`config.mk`:
```
export PLATFORM = sky130hd
export DESIGN_NAME = display_multiplexado_flat
export DESIGN_NICKNAME = d
export VERILOG_FILES = /design/src/rtl/display_multiplexado_if.sv /design/src/rtl/display_multiplexado.sv /design/src/flat_wrapper.sv
export SDC_FILE = /design/constraint.sdc
export NUM_CORES = 1
export LEC_CHECK = 0
export CORE_MARGIN = 1
export CORE_UTILIZATION = 40
export DETAILED_ROUTE_END_ITERATION = 16
export PLACE_DENSITY_LB_ADDON = 0.1
export SYNTH_ARGS = -nofsm -noshare
export SYNTH_HDL_FRONTEND = slang
export SYNTH_SLANG_ARGS = --single-unit
export TNS_END_PERCENT = 20
```
`constraint.sdc`:
```
create_clock -name clk -period 2.8 [get_ports clk]
set_input_delay 0.56 -clock clk [delete_from_list [all_inputs] [get_ports clk]]
set_output_delay 0.56 -clock clk [all_outputs]
set_load 0.05 [all_outputs]
```
`src/rtl/display_multiplexado_if.sv`:
```
// rtl/display_multiplexado_if.sv - control and pin bundle for the multiplexed display driver
interface display_multiplexado_if #(
    parameter int N_DIGITOS = 4
);
    logic                   carregar;
    logic [4*N_DIGITOS-1:0] codigos;
    logic [N_DIGITOS-1:0]   pontos;
    logic [N_DIGITOS-1:0]   pisca;
    logic                   supressao_zeros;
    logic [6:0]             segmentos;
    logic                   ponto;
    logic [N_DIGITOS-1:0]   anodos;
    logic                   fim_quadro;

    modport master (
        output carregar, codigos, pontos, pisca, supressao_zeros,
        input  segmentos, ponto, anodos, fim_quadro
    );

    modport slave (
        input  carregar, codigos, pontos, pisca, supressao_zeros,
        output segmentos, ponto, anodos, fim_quadro
    );
endinterface

```
`src/rtl/display_multiplexado.sv`:
```
// rtl/display_multiplexado.sv - time-multiplexed N-digit hex 7-segment driver
module display_multiplexado #(
    parameter int N_DIGITOS         = 4,
    parameter int DIV_VARREDURA     = 50000,
    parameter int PISCA_QUADROS     = 64,
    parameter int SEG_ATIVO_BAIXO   = 1,
    parameter int ANODO_ATIVO_BAIXO = 1
) (
    input  logic clk,
    input  logic rst,
    display_multiplexado_if.slave bus
);
    localparam int IW = (N_DIGITOS > 1) ? $clog2(N_DIGITOS) : 1;
    localparam int PW = (DIV_VARREDURA > 1) ? $clog2(DIV_VARREDURA) : 1;
    localparam int FW = (PISCA_QUADROS > 1) ? $clog2(PISCA_QUADROS) : 1;
    localparam logic [6:0]           SEG_INV = (SEG_ATIVO_BAIXO != 0) ? 7'h7F : 7'h00;
    localparam logic                 PT_INV  = (SEG_ATIVO_BAIXO != 0);
    localparam logic [N_DIGITOS-1:0] AN_INV  = (ANODO_ATIVO_BAIXO != 0) ? '1 : '0;

    logic [4*N_DIGITOS-1:0] cod_q;
    logic [N_DIGITOS-1:0]   pt_q;
    logic [PW-1:0]          pre_q;
    logic [IW-1:0]          idx_q;
    logic [FW-1:0]          quad_q;
    logic                   fase_q;
    logic [6:0]             seg_q;
    logic                   ponto_q;
    logic [N_DIGITOS-1:0]   an_q;
    logic                   fim_q;

    logic fim_pre, fim_dig, fim_frame, fim_pisca;
    assign fim_pre   = (pre_q == PW'(DIV_VARREDURA - 1));
    assign fim_dig   = (idx_q == IW'(N_DIGITOS - 1));
    assign fim_frame = fim_pre && fim_dig;
    assign fim_pisca = (quad_q == FW'(PISCA_QUADROS - 1));

    function automatic logic [6:0] decod(input logic [3:0] c);
        case (c)
            4'h0: decod = 7'b0111111;
            4'h1: decod = 7'b0000110;
            4'h2: decod = 7'b1011011;
            4'h3: decod = 7'b1001111;
            4'h4: decod = 7'b1100110;
            4'h5: decod = 7'b1101101;
            4'h6: decod = 7'b1111101;
            4'h7: decod = 7'b0000111;
            4'h8: decod = 7'b1111111;
            4'h9: decod = 7'b1101111;
            4'hA: decod = 7'b1110111;
            4'hB: decod = 7'b1111100;
            4'hC: decod = 7'b0111001;
            4'hD: decod = 7'b1011110;
            4'hE: decod = 7'b1111001;
            default: decod = 7'b1110001;
        endcase
    endfunction

    logic [3:0]           cod_sel;
    logic                 pt_sel, pisca_sel, zeros_sel, acima;
    logic [N_DIGITOS-1:0] an_sel;
    logic [6:0]           seg_d;
    logic                 ponto_d;

    always_comb begin
        cod_sel   = '0;
        pt_sel    = 1'b0;
        pisca_sel = 1'b0;
        zeros_sel = 1'b0;
        an_sel    = '0;
        acima     = 1'b1;
        // Walk from the most significant digit down so "acima" means: this digit and all above are zero
        for (int i = N_DIGITOS - 1; i >= 0; i--) begin
            acima = acima && (cod_q[4*i +: 4] == 4'h0);
            if (idx_q == IW'(i)) begin
                cod_sel   = cod_q[4*i +: 4];
                pt_sel    = pt_q[i];
                pisca_sel = bus.pisca[i];
                zeros_sel = acima && (i != 0);
                an_sel[i] = 1'b1;
            end
        end
        seg_d   = decod(cod_sel);
        ponto_d = pt_sel;
        if (bus.supressao_zeros && zeros_sel)
            seg_d = 7'b0;
        if (pisca_sel && fase_q) begin
            seg_d   = 7'b0;
            ponto_d = 1'b0;
        end
    end

    always_ff @(posedge clk or posedge rst) begin
        if (rst) begin
            cod_q   <= '0;
            pt_q    <= '0;
            pre_q   <= '0;
            idx_q   <= '0;
            quad_q  <= '0;
            fase_q  <= 1'b0;
            seg_q   <= SEG_INV;
            ponto_q <= PT_INV;
            an_q    <= AN_INV;
            fim_q   <= 1'b0;
        end else begin
            if (bus.carregar) begin
                cod_q <= bus.codigos;
                pt_q  <= bus.pontos;
            end
            pre_q <= fim_pre ? '0 : pre_q + 1'b1;
            if (fim_pre)
                idx_q <= fim_dig ? '0 : idx_q + 1'b1;
            if (fim_frame) begin
                if (fim_pisca) begin
                    quad_q <= '0;
                    fase_q <= ~fase_q;
                end else begin
                    quad_q <= quad_q + 1'b1;
                end
            end
            fim_q   <= fim_frame;
            seg_q   <= seg_d ^ SEG_INV;
            ponto_q <= ponto_d ^ PT_INV;
            an_q    <= an_sel ^ AN_INV;
        end
    end

    assign bus.segmentos  = seg_q;
    assign bus.ponto      = ponto_q;
    assign bus.anodos     = an_q;
    assign bus.fim_quadro = fim_q;
endmodule

```
`src/flat_wrapper.sv`:
```
// flat-port wrapper written by rule: the top's interface ports become plain ports
module display_multiplexado_flat 
#(
    parameter int N_DIGITOS         = 4,
    parameter int DIV_VARREDURA     = 50000,
    parameter int PISCA_QUADROS     = 64,
    parameter int SEG_ATIVO_BAIXO   = 1,
    parameter int ANODO_ATIVO_BAIXO = 1
)
  (clk, rst, bus_carregar, bus_codigos, bus_pontos, bus_pisca, bus_supressao_zeros, bus_segmentos, bus_ponto, bus_anodos, bus_fim_quadro);
  display_multiplexado_if #(.N_DIGITOS(N_DIGITOS)) bus_i ();
  input  logic clk;
  input  logic rst;
  input wire logic [$bits(bus_i.carregar)-1:0] bus_carregar;
  input wire logic [$bits(bus_i.codigos)-1:0] bus_codigos;
  input wire logic [$bits(bus_i.pontos)-1:0] bus_pontos;
  input wire logic [$bits(bus_i.pisca)-1:0] bus_pisca;
  input wire logic [$bits(bus_i.supressao_zeros)-1:0] bus_supressao_zeros;
  output wire logic [$bits(bus_i.segmentos)-1:0] bus_segmentos;
  output wire logic [$bits(bus_i.ponto)-1:0] bus_ponto;
  output wire logic [$bits(bus_i.anodos)-1:0] bus_anodos;
  output wire logic [$bits(bus_i.fim_quadro)-1:0] bus_fim_quadro;
  assign bus_i.carregar = bus_carregar;
  assign bus_i.codigos = bus_codigos;
  assign bus_i.pontos = bus_pontos;
  assign bus_i.pisca = bus_pisca;
  assign bus_i.supressao_zeros = bus_supressao_zeros;
  assign bus_segmentos = bus_i.segmentos;
  assign bus_ponto = bus_i.ponto;
  assign bus_anodos = bus_i.anodos;
  assign bus_fim_quadro = bus_i.fim_quadro;
  display_multiplexado #(.N_DIGITOS(N_DIGITOS), .DIV_VARREDURA(DIV_VARREDURA), .PISCA_QUADROS(PISCA_QUADROS), .SEG_ATIVO_BAIXO(SEG_ATIVO_BAIXO), .ANODO_ATIVO_BAIXO(ANODO_ATIVO_BAIXO)) u_core (.clk(clk), .rst(rst), .bus(bus_i));
endmodule
```
* Word level (Yosys, flattened, before mapping)
Memories as Yosys holds them, arrays and structs flattened.
Cells that the tools add are included.
** Operators by class
- Add/sub/neg operators :: 3
- Equal/unequal tests :: 5
- Reduce and logical (&&, ||, !) cells :: 10
- Bitwise gates (word level) :: 4
- Muxes and demuxes :: 26
** Operators by type and width (number)
- $mux W1 :: 17
- $add A16 B1 Y16 const B :: 1
- $eq A16 B16 Y1 const B :: 1
- $mux W16 :: 1
- $mux W4 :: 4
- $mux W7 :: 2
- $logic_not A4 Y1 :: 3
- $not A7 Y7 :: 1
- $add A6 B1 Y6 const B :: 1
- $eq A6 B6 Y1 const B :: 1
- $mux W6 :: 1
- $logic_and A1 B1 Y1 :: 5
- $eq A2 B2 Y1 const B :: 2
- $not A4 Y4 :: 1
- $add A2 B1 Y2 const B :: 1
- $eq A2 B1 Y1 const B :: 1
- $logic_not A2 Y1 :: 1
- $mux W2 :: 1
- $not A1 Y1 :: 2
- $reduce_and A2 Y1 :: 1
** Storage, ports and cells
- Bits of input ports :: 28
- Memories :: 1
- Bits in read-only memories :: 112
- Register bits :: 58
** Memories
- (no name shown) :: depth 16, width 7, rd ports 1, clocked after Yosys merged registers in 0, write ports 0, line display_multiplexado.sv:38 : case (c)

* Longest topological paths before layout
Gate-level depths: netlist of run 1.
- Word-level depth :: 9
- Gate-level depth with buffers :: 12

* Least setup slack after synthesis of run 1
Ideal clock, no wire load.
- Path kind :: reg-to-reg
- From :: reg u_core.idx_q[1]
- To :: reg u_core.seg_q[3] (netlist: u_core.bus.segmentos[3])
- Buffers on the path :: 1
- Library setup time :: 0.091 ns
- Clock period less this slack :: 2.261 ns
- Cell stages (with the launch flop) :: 11
- Path slack :: 0.539 ns
- Arrival :: 2.170 ns
- Cell sequence :: dfrtp_1 inv_1 ha_1 clkbuf_1 nand2b_1 o211ai_1 inv_1 ha_1 and3_1 a211oi_1 o21ai_0
** Between the ends
- Word-level cells in the longest chain between the ends :: 9
** RTL lines
- start: declaration :: line display_multiplexado.sv:23 : logic [IW-1:0] idx_q;
- start signal: assignment :: line display_multiplexado.sv:111 : idx_q <= fim_dig ? '0 : idx_q + 1'b1;
- $eq A2 B2 Y1 :: line display_multiplexado.sv:74 : if (idx_q == IW'(i)) begin
- $mux W4 / $mux W1 (equally long branches) (4 in a row) :: line display_multiplexado.sv:74
- $mem_v2 Z16 W7 / $logic_and A1 B1 Y1 (equally long branches)
- $mux W7 :: line display_multiplexado.sv:84 : if (bus.supressao_zeros && zeros_sel)
- $mux W7 * :: line display_multiplexado.sv:86 : if (pisca_sel && fase_q) begin
- $not A7 Y7 (no source line) *
- end signal: assignment :: line display_multiplexado.sv:121 : seg_q <= seg_d ^ SEG_INV;
- end: declaration :: line display_multiplexado.sv:26 : logic [6:0] seg_q;
Mark *: on every way between the ends. The rest lies on a longest branch, timed or not.
A chain may end at the register's enable or synchronous reset.

* Worst setup path after layout of run 1
- From :: reg u_core.idx_q[0]
- To :: reg u_core.seg_q[3] (netlist: u_core.bus.segmentos[3])
The elaborated chain is that of the path after synthesis.

==> reports/summary.log, run 1 <==
[run_status] run status completed
[power] leakage power 0.00155 µW
[logic_synthesis] synthesized area per cell 11.1 µm²
[timing] Fmax achieved 400 MHz
[clock_network] Clk pin slew, worst setup/hold paths 0.07 ns
[setup_path] crit-path max FO 13
[floorplanning] Top Ports 41
[job] max-capacitance violation count 0
[worst_hold_path] number of cells on the worst hold path 1
[logic_synthesis] Yosys Warn Count 0
[logic_synthesis] xor and xnor fraction of the mapped netlist area 4.64%
[logic_synthesis] simple-gate share of the synthesized area 15.9%
[logic_synthesis] total of flip-flops plus latches after synthesis 58
[clock_network] clock buffer count from CTS 9
[timing] RSZ-0062 raised after global routing false
[grt] via count of the first global-routing pass 2,024
[logic_synthesis] ys async rst share 100%
[cells_and_area] fin nets 345
[setup_path] worst reg2reg setup slack 0.30 ns
[floorplanning] Std-Cell Core Area 0.00683 mm²
[setup_path] worst reg2reg startpoint u_core.idx_q[0]
[logic_synthesis] cell with the most instances after synthesis sky130_fd_sc_hd__dfrtp_1
[setup_path] endpoint class of the critical path flop
[grt] grt ovf 0
[logic_synthesis] fraction of the mapped netlist area in compound gates 11.3%
[clock_network] TritonCTS clock tree yes
[floorplanning] Die Height 86.1 µm
[floorplanning] Die Width 86.1 µm
[logic_synthesis] Synth top area share 40.7%
[logic_synthesis] Post-Syn Instances 255
[setup_path] type of the setup path with the least slack flop to flop
[timing] number of failing hold endpoints at the final stage 0
[power] total power density per cell area 547 mW/mm²
[timing] final setup violating endpoints 0
[logic_synthesis] synth top area cells sky130_fd_sc_hd__dfrtp_1 41%, sky130_fd_sc_hd__dfstp_2 11%, sky130_fd_sc_hd__mux2_2 8.0%, sky130_fd_sc_hd__ha_1 5.3%, sky130_fd_sc_hd__xor2_1 3.1%
[grt] number of antenna violations at the first check in global routing 0
[logic_synthesis] biggest area consumer among synthesized cells sky130_fd_sc_hd__dfrtp_1
[logic_synthesis] count of flip-flops with a built-in enable after synthesis 0
[grt] global-route total usage across every layer 17.3%
[worst_hold_path] WHS Endpoint u_core.quad_q[4]
[power] Peak supply drop 0.317 mV
[placed_design] Post-DP HPWL 4.11 mm
[clock_network] number of clock sinks 58
[clock_network] total number of H-tree levels 3
[routing] vias after detailed routing 2,067
[routing] violation count after the first detailed-route iteration 58
[cells_and_area] number of non-filler instances in the completed layout 406
[logic_synthesis] mapped cell area 0.00283 mm²
[setup_path] Crit Reg-Reg Endpoint u_core.bus.segmentos[3]
[worst_hold_path] path class of the lowest-slack min-delay path flop to flop
[grt] global-route wire length before repair 9.72 mm
[logic_synthesis] multiplexer fraction of the synthesized cell area 8.31%
[cells_and_area] ratio of cells with drive above 1 in the final layout 19.7%
[floorplanning] initial core utilization 41.4%
[timing] final sum of negative setup slack 0 ns
[setup_path] count of cells along the worst register-to-register path 11
[setup_path] Crit path arrival time 2.76 ns
[floorplanning] die area 0.00742 mm²
[logic_synthesis] Synth top cells by count 46 x sky130_fd_sc_hd__dfrtp_1, 22 x sky130_fd_sc_hd__nand2_1, 20 x sky130_fd_sc_hd__mux2_2, 15 x sky130_fd_sc_hd__nor2_1, 13 x sky130_fd_sc_hd__o21ai_0
[timing] actual slew at the worst max-slew pin 0.518 ns
[logic_synthesis] share of synthesized cell area in full adder, half adder and majority cells 5.30%
[placed_design] global placer's final weighted congestion 0.856
[timing] final critical-path share of the clock period 89.3%
[placed_design] number of instances in the placed design 387
[grt] maximum number of pins on one net before global-route repair 36
[worst_hold_path] worst min-delay path startpoint u_core.quad_q[4]
[logic_synthesis] largest family of logic cells by synthesized area simple AND/OR/NAND/NOR gates
[timing] final critical-path required period 2.50 ns
[cells_and_area] final antenna diode count 0
[routing] first-pass iteration count of the detailed router 4
[routing] Wirelength per Cell 14.1 µm
[routing] Post-route DRC 0
[routing] post-detailed-routing wire length 5.73 mm
[clock_network] clock latency on the worst-skew pair 0.33 ns
[timing] normalized max-slew margin 65.4%
[floorplanning] total number of placement rows 30
[timing] max-slew violations 0
[clock_network] hold buffers post-CTS 0
[logic_synthesis] Mapped Nets 295
[logic_synthesis] number of unique standard cell types used by synthesis 48
[timing] setup skew after layout 0.00596 ns
[placed_design] Port-buffer cells 40
[clock_network] number of buffers between clock root and the deepest sink 2
[routing] number of nets with antenna violations after routing 0
[setup_path] crit path launch type flop
[setup_path] data required time of the worst path 3.06 ns
[cells_and_area] layout-stage area growth over the synthesis result 25.9%
[logic_synthesis] part of the Yosys area used for sequential elements 51.8%
[logic_synthesis] top_reg_cell synth sky130_fd_sc_hd__dfrtp_1
[clock_network] root buffer selected by CTS sky130_fd_sc_hd__clkbuf_8
[routing] via-per-instance ratio 5.09
==> per-layer routing <==
layer	up-vias	wire [µm]	GRT usage [%]
met5	-	0	0
met3	13	279	6.45
met2	52	2660	27.8
met1	989	2650	21.2
li1	1013	-	-
met4	0	131	6.52
==> cells in the final DEF, fill, tap and decap left out, drive strengths merged, types with 4 or more instances in the layout <==
cell type and instances:
nand3 12, nand2b 4, dfstp 12, dfrtp 46, xor2 10, nor4 4
a21oi 8, inv 12, nor3 4, buf 6, o211ai 4, clkbuf 10
mux2 20, clkdlybuf4s50 40, nand2 23, xnor2 5, clkinv 5, nor2 15
ha 12, o21ai 13, a211oi 5
==> cell type report <==
| class | instances | area, µm² |
|---|---|---|
| clock buffer | 10 | 128 |
| clock inverter | 6 | 57.6 |
| fill | 645 | 3270 |
| inverter | 13 | 50.0 |
| multi-input combinational | 177 | 1290 |
| sequential | 58 | 1470 |
| tap | 96 | 120 |
| timing repair buffer | 46 | 458 |
==> worst max-delay path: stages (launching register included) <==
cell	delay [ns]
sky130_fd_sc_hd__dfrtp_1	0.40
sky130_fd_sc_hd__inv_1	0.12
sky130_fd_sc_hd__ha_1	0.42
sky130_fd_sc_hd__nor2b_1	0.18
sky130_fd_sc_hd__a22o_1	0.21
sky130_fd_sc_hd__o221a_2	0.27
sky130_fd_sc_hd__inv_1	0.12
sky130_fd_sc_hd__ha_1	0.20
sky130_fd_sc_hd__inv_1	0.07
sky130_fd_sc_hd__a21oi_1	0.17
sky130_fd_sc_hd__a211oi_1	0.08
sky130_fd_sc_hd__o21ai_0	0.16
==> worst max-delay path by stage <==
| stage | slack (ns) | from | cells after the start | to |
|---|---|---|---|---|
| floorplan | 0.54 | u_core.idx_q[1] | 10 | u_core.bus.segmentos[3] |
| detailed placement | 0.26 | u_core.idx_q[0] | 9 | u_core.bus.segmentos[3] |
| global placement | 0.37 | u_core.idx_q[0] | 9 | u_core.bus.segmentos[3] |
| global route | 0.08 | u_core.idx_q[0] | 11 | u_core.bus.segmentos[3] |
| finish | 0.30 | u_core.idx_q[0] | 11 | u_core.bus.segmentos[3] |
| CTS | 0.25 | u_core.idx_q[0] | 9 | u_core.bus.segmentos[3] |
==> sequential cells by signal (all words and copies together) (netlist names) <==
name / cells
u_core.bus.anodos: 4
u_core.bus.fim_quadro: 1
u_core.bus.ponto: 1
u_core.bus.segmentos: 7
u_core.cod_q: 16
u_core.fase_q: 1
u_core.idx_q: 2
u_core.pre_q: 16
u_core.pt_q: 4
u_core.quad_q: 6
==> kinds of logic after synthesis <==
| family | count (synthesis) |
|---|---|
| simple gates | 83 |
| fa+ha+maj | 12 |
| xor+xnor | 15 |
| buf+inv | 20 |
| mux | 21 |
| flops | 58 |
| compound gates | 46 |
==> per-stage QoR <==
step           setup slack [ns]  instance area, µm²  total power [µW]  hold WS, ns  utilization [%]
4_1_cts                   0.252                3540              1970        0.480             51.9
3_3_place_gp              0.368                3360              1230        0.459             49.2
2_1_floorplan             0.539                2830              1120        0.435                -
6_report                  0.298                3570              1950        0.475             52.2
5_1_grt                  0.0821                3570              2050        0.484             52.2
3_5_place_dp              0.265                3360              1230        0.466             49.2
==> power breakdown <==
group | internal (µW) | leakage [µW] | switching [µW] | total (µW)
combinational | 132 | 0.000742 | 159 | 291
clock | 404 | 0.0000958 | 326 | 730
sequential | 899 | 0.000708 | 29.4 | 929
total | 1440 | 0.00155 | 514 | 1950
==> timing repair <==
item / 4_1_cts / 5_1_grt
gates resized for setup: 0 / 0
endpoints found under the setup margin: 0 / 1
buffers inserted: 0 / 3
(Power assumes the default switching activity.)
==> run 2, diff against run 1 <==
- CORE_MARGIN: 1 -> unset
- SKIP_CTS_REPAIR_TIMING: unset -> 1
==> results of run 2 <==
Final layout, timing and power as in run 1 (identical DEF).
==> run 3, diff against run 2 <==
- CAP_MARGIN: unset -> 20
- GPL_TIMING_DRIVEN: unset -> 0
==> run 3 against run 2 <==
Against the previous run: final cell count rose by 0.99%; critical path depth did not move; design area rose by 0.35%; hold slack got worse by 0.0065 ns; combinational power barely moved; critical path type unchanged; critical endpoint unchanged.
==> reports/summary.log, run 3 (synthesis results as in run 1) <==
[clock_network] number of buffers between clock root and the deepest sink 2 [unchanged]
[clock_network] total number of H-tree levels 3 [unchanged]
[cells_and_area] area of all placed cells without fillers 0.00358 mm² [+0.35%]
[power] Clock Power Share 36.4% [-1.1 points]
[routing] vias after detailed routing 2,071 [+0.19%]
[setup_path] family of cells with the greatest summed delay on the critical path compound AO/OA/AOI/OAI gates
[timing] actual slew at the worst max-slew pin 0.677 ns [+0.159 ns]
[setup_path] count of buffer and inverter cells on the critical path 3 [unchanged]
[routing] via-per-instance ratio 5.05 [-0.78%]
[timing] final setup violating endpoints 0 [unchanged]
[grt] met3 track utilization from global routing 7.03% [+0.58 points]
[grt] grt met2 use 26.5% [-1.3 points]
[floorplanning] total number of placement rows 30 [unchanged]
[power] share of total power in sequential cells 48.4% [+0.8 points]
[cells_and_area] commonest non-fill, non-tap cell in the layout sky130_fd_sc_hd__dfrtp_1
[routing] Wirelength per Cell 13.9 µm [-1.2%]
[placed_design] Port-buffer cells 39 [-2.5%]
[timing] setup skew after layout 0.00518 ns [-0.000774 ns]
[clock_network] root buffer selected by CTS sky130_fd_sc_hd__clkbuf_8
[power] total power density per cell area 536 mW/mm² [-1.9%]
[cells_and_area] ratio of cells with drive above 1 in the final layout 20.4% [+0.70 points]
[placed_design] Post-DP HPWL 4.07 mm [-0.80%]
[cells_and_area] layout-stage area growth over the synthesis result 26.4%
[placed_design] placed inst area 0.00336 mm² [+0.11%]
[power] switching share of total power 25.8% [-0.57 points]
[setup_path] type of the setup path with the least slack flop to flop
[setup_path] CP Cell Sequence inv_1, ha_1, clkbuf_2, a211oi_1, o21ai_0, o211ai_1, inv_1, ha_1, and3_1, a211oi_2, o21ai_0
[setup_path] crit path launch type flop
[power] leakage power 0.00156 µW [+0.81%]
[grt] global-route wire length before repair 9.58 mm [-1.4%]
[clock_network] clock latency on the worst-skew pair 0.34 ns [about the same]
[timing] number of failing hold endpoints at the final stage 0 [unchanged]
[cells_and_area] count of filler cells inserted in the layout 643 [-0.31%]
[routing] number of nets with antenna violations after routing 0 [unchanged]
[grt] global-route total usage across every layer 17.3% [+0.045 points]
[power] Peak supply drop 0.404 mV [+27%]
[grt] via count of the first global-routing pass 1,993 [-1.5%]
[grt] fraction of met1 tracks used by global routing 21.6% [+0.38 points]
[job] max-capacitance violation count 0 [unchanged]
[routing] Post-route DRC 0 [unchanged]
[floorplanning] Die Height 86.1 µm [unchanged]
[cells_and_area] commonest cells after routing, fill and taps aside 46 x sky130_fd_sc_hd__dfrtp_1, 39 x sky130_fd_sc_hd__clkdlybuf4s50_1, 22 x sky130_fd_sc_hd__nand2_1
[cells_and_area] fin nets 349 [+1.2%]
[routing] post-detailed-routing wire length 5.72 mm [-0.21%]
[grt] number of antenna violations at the first check in global routing 0 [unchanged]
[routing] violation count after the first detailed-route iteration 59 [+1.7%]
[timing] max-slew violations 0 [unchanged]
[floorplanning] Die Width 86.1 µm [unchanged]
[worst_hold_path] path class of the lowest-slack min-delay path flop to flop
[power] Power Internal 1420 µW [-0.80%]
[clock_network] number of clock sinks 58 [unchanged]
[placed_design] global placer's final weighted congestion 0.796 [-7.0%]
[floorplanning] Std-Cell Core Area 0.00683 mm² [unchanged]
[floorplanning] die area 0.00742 mm² [unchanged]
[cells_and_area] final antenna diode count 0 [unchanged]
[power] total chip power 1920 µW [-1.6%]
[setup_path] delay of the slowest cell on the worst path 0.38 ns [-0.04 ns]
[cells_and_area] area of combinational cells with multiple inputs 0.00129 mm² [+0.39%]
[floorplanning] initial core utilization 41.4% [unchanged]
[timing] Fmax achieved 400 MHz [about the same]
[run_status] run status completed
[grt] maximum number of pins on one net before global-route repair 36 [unchanged]
[setup_path] data required time of the worst path 3.04 ns [-0.02 ns]
[power] combinational fraction of design power 15.3% [+0.4 points]
[setup_path] cell with the largest stage delay on the worst path sky130_fd_sc_hd__dfrtp_1
[timing] final critical-path required period 2.50 ns [-0.00208 ns]
[cells_and_area] area taken by flip-flops and latches 0.00147 mm² [unchanged]
[setup_path] crit-path max FO 10 [-3]
[grt] most used routing layer in global routing met2
[power] Net Sw Power 495 µW [-3.7%]
[setup_path] Crit path arrival time 2.74 ns [-0.02 ns]
[clock_network] TritonCTS clock tree yes
[floorplanning] Top Ports 41 [unchanged]
[clock_network] Clk pin slew, worst setup/hold paths 0.06 ns [about the same]
[clock_network] clock buffer count from CTS 9 [unchanged]
[routing] first-pass iteration count of the detailed router 4 [unchanged]
[timing] normalized max-slew margin 54.9% [-11 points]
[setup_path] endpoint class of the critical path flop
[timing] RSZ-0062 raised after global routing false
[grt] grt ovf 0 [unchanged]
[timing] final critical-path share of the clock period 89.3% [about the same]
==> run 3: per-stage QoR <==
stage	hold slack [ns]	std cells	worst slack [ns]	TNS (ns)	utilization, %
after floorplan	0.435	255	0.539	0	-
after global placement	0.456	390	-0.270	-12.27	48.9
after detailed placement	0.461	391	0.0821	0	49.2
after CTS	0.472	407	-0.0210	-0.0210	51.9
after global routing	0.487	410	0.0541	0	52.4
final	0.468	410	0.300	0	52.4
==> run 3: worst paths after layout <==
check / start / end / slack, ns / cells past startpoint
max: u_core.idx_q[0] / u_core.bus.segmentos[3] / 0.30 / 11
min: u_core.fase_q / u_core.fase_q / 0.47 / 1
max reg2reg: u_core.idx_q[0] / u_core.bus.segmentos[3] / 0.30 / 11
min reg2reg: u_core.fase_q / u_core.fase_q / 0.47 / 1
max in group asynchronous: rst / u_core.bus.anodos[0] / 1.60 / 3
min in group asynchronous: rst / u_core.bus.fim_quadro / 0.58 / 2
==> run 3: metal layers <==
| metal | share of wire [%] | vias up |
|---|---|---|
| li1 | - | 1022 |
| met1 | 46 | 998 |
| met2 | 47 | 42 |
| met3 | 5.3 | 9 |
| met4 | 1.9 | 0 |
| met5 | 0 | - |
==> run 3: layout make-up <==
| cell class | count | share of cell area (%) |
|---|---|---|
| clock inverter | 2 | 0.280 |
| tap | 96 | 3.36 |
| multi-input combinational | 177 | 36.1 |
| sequential | 58 | 41.0 |
| inverter | 13 | 1.40 |
| buffer | 6 | 0.769 |
| clock buffer | 14 | 4.83 |
| timing repair buffer | 44 | 12.3 |
==> run 3: power by group through the flow <==
stage | combinational [µW] | clock, µW | sequential, µW
after floorplan | 114 | 0 | 1010
after global placement | 279 | 0 | 941
after detailed placement | 284 | 0 | 943
after CTS | 286 | 729 | 928
after global routing | 319 | 760 | 933
final | 293 | 698 | 928
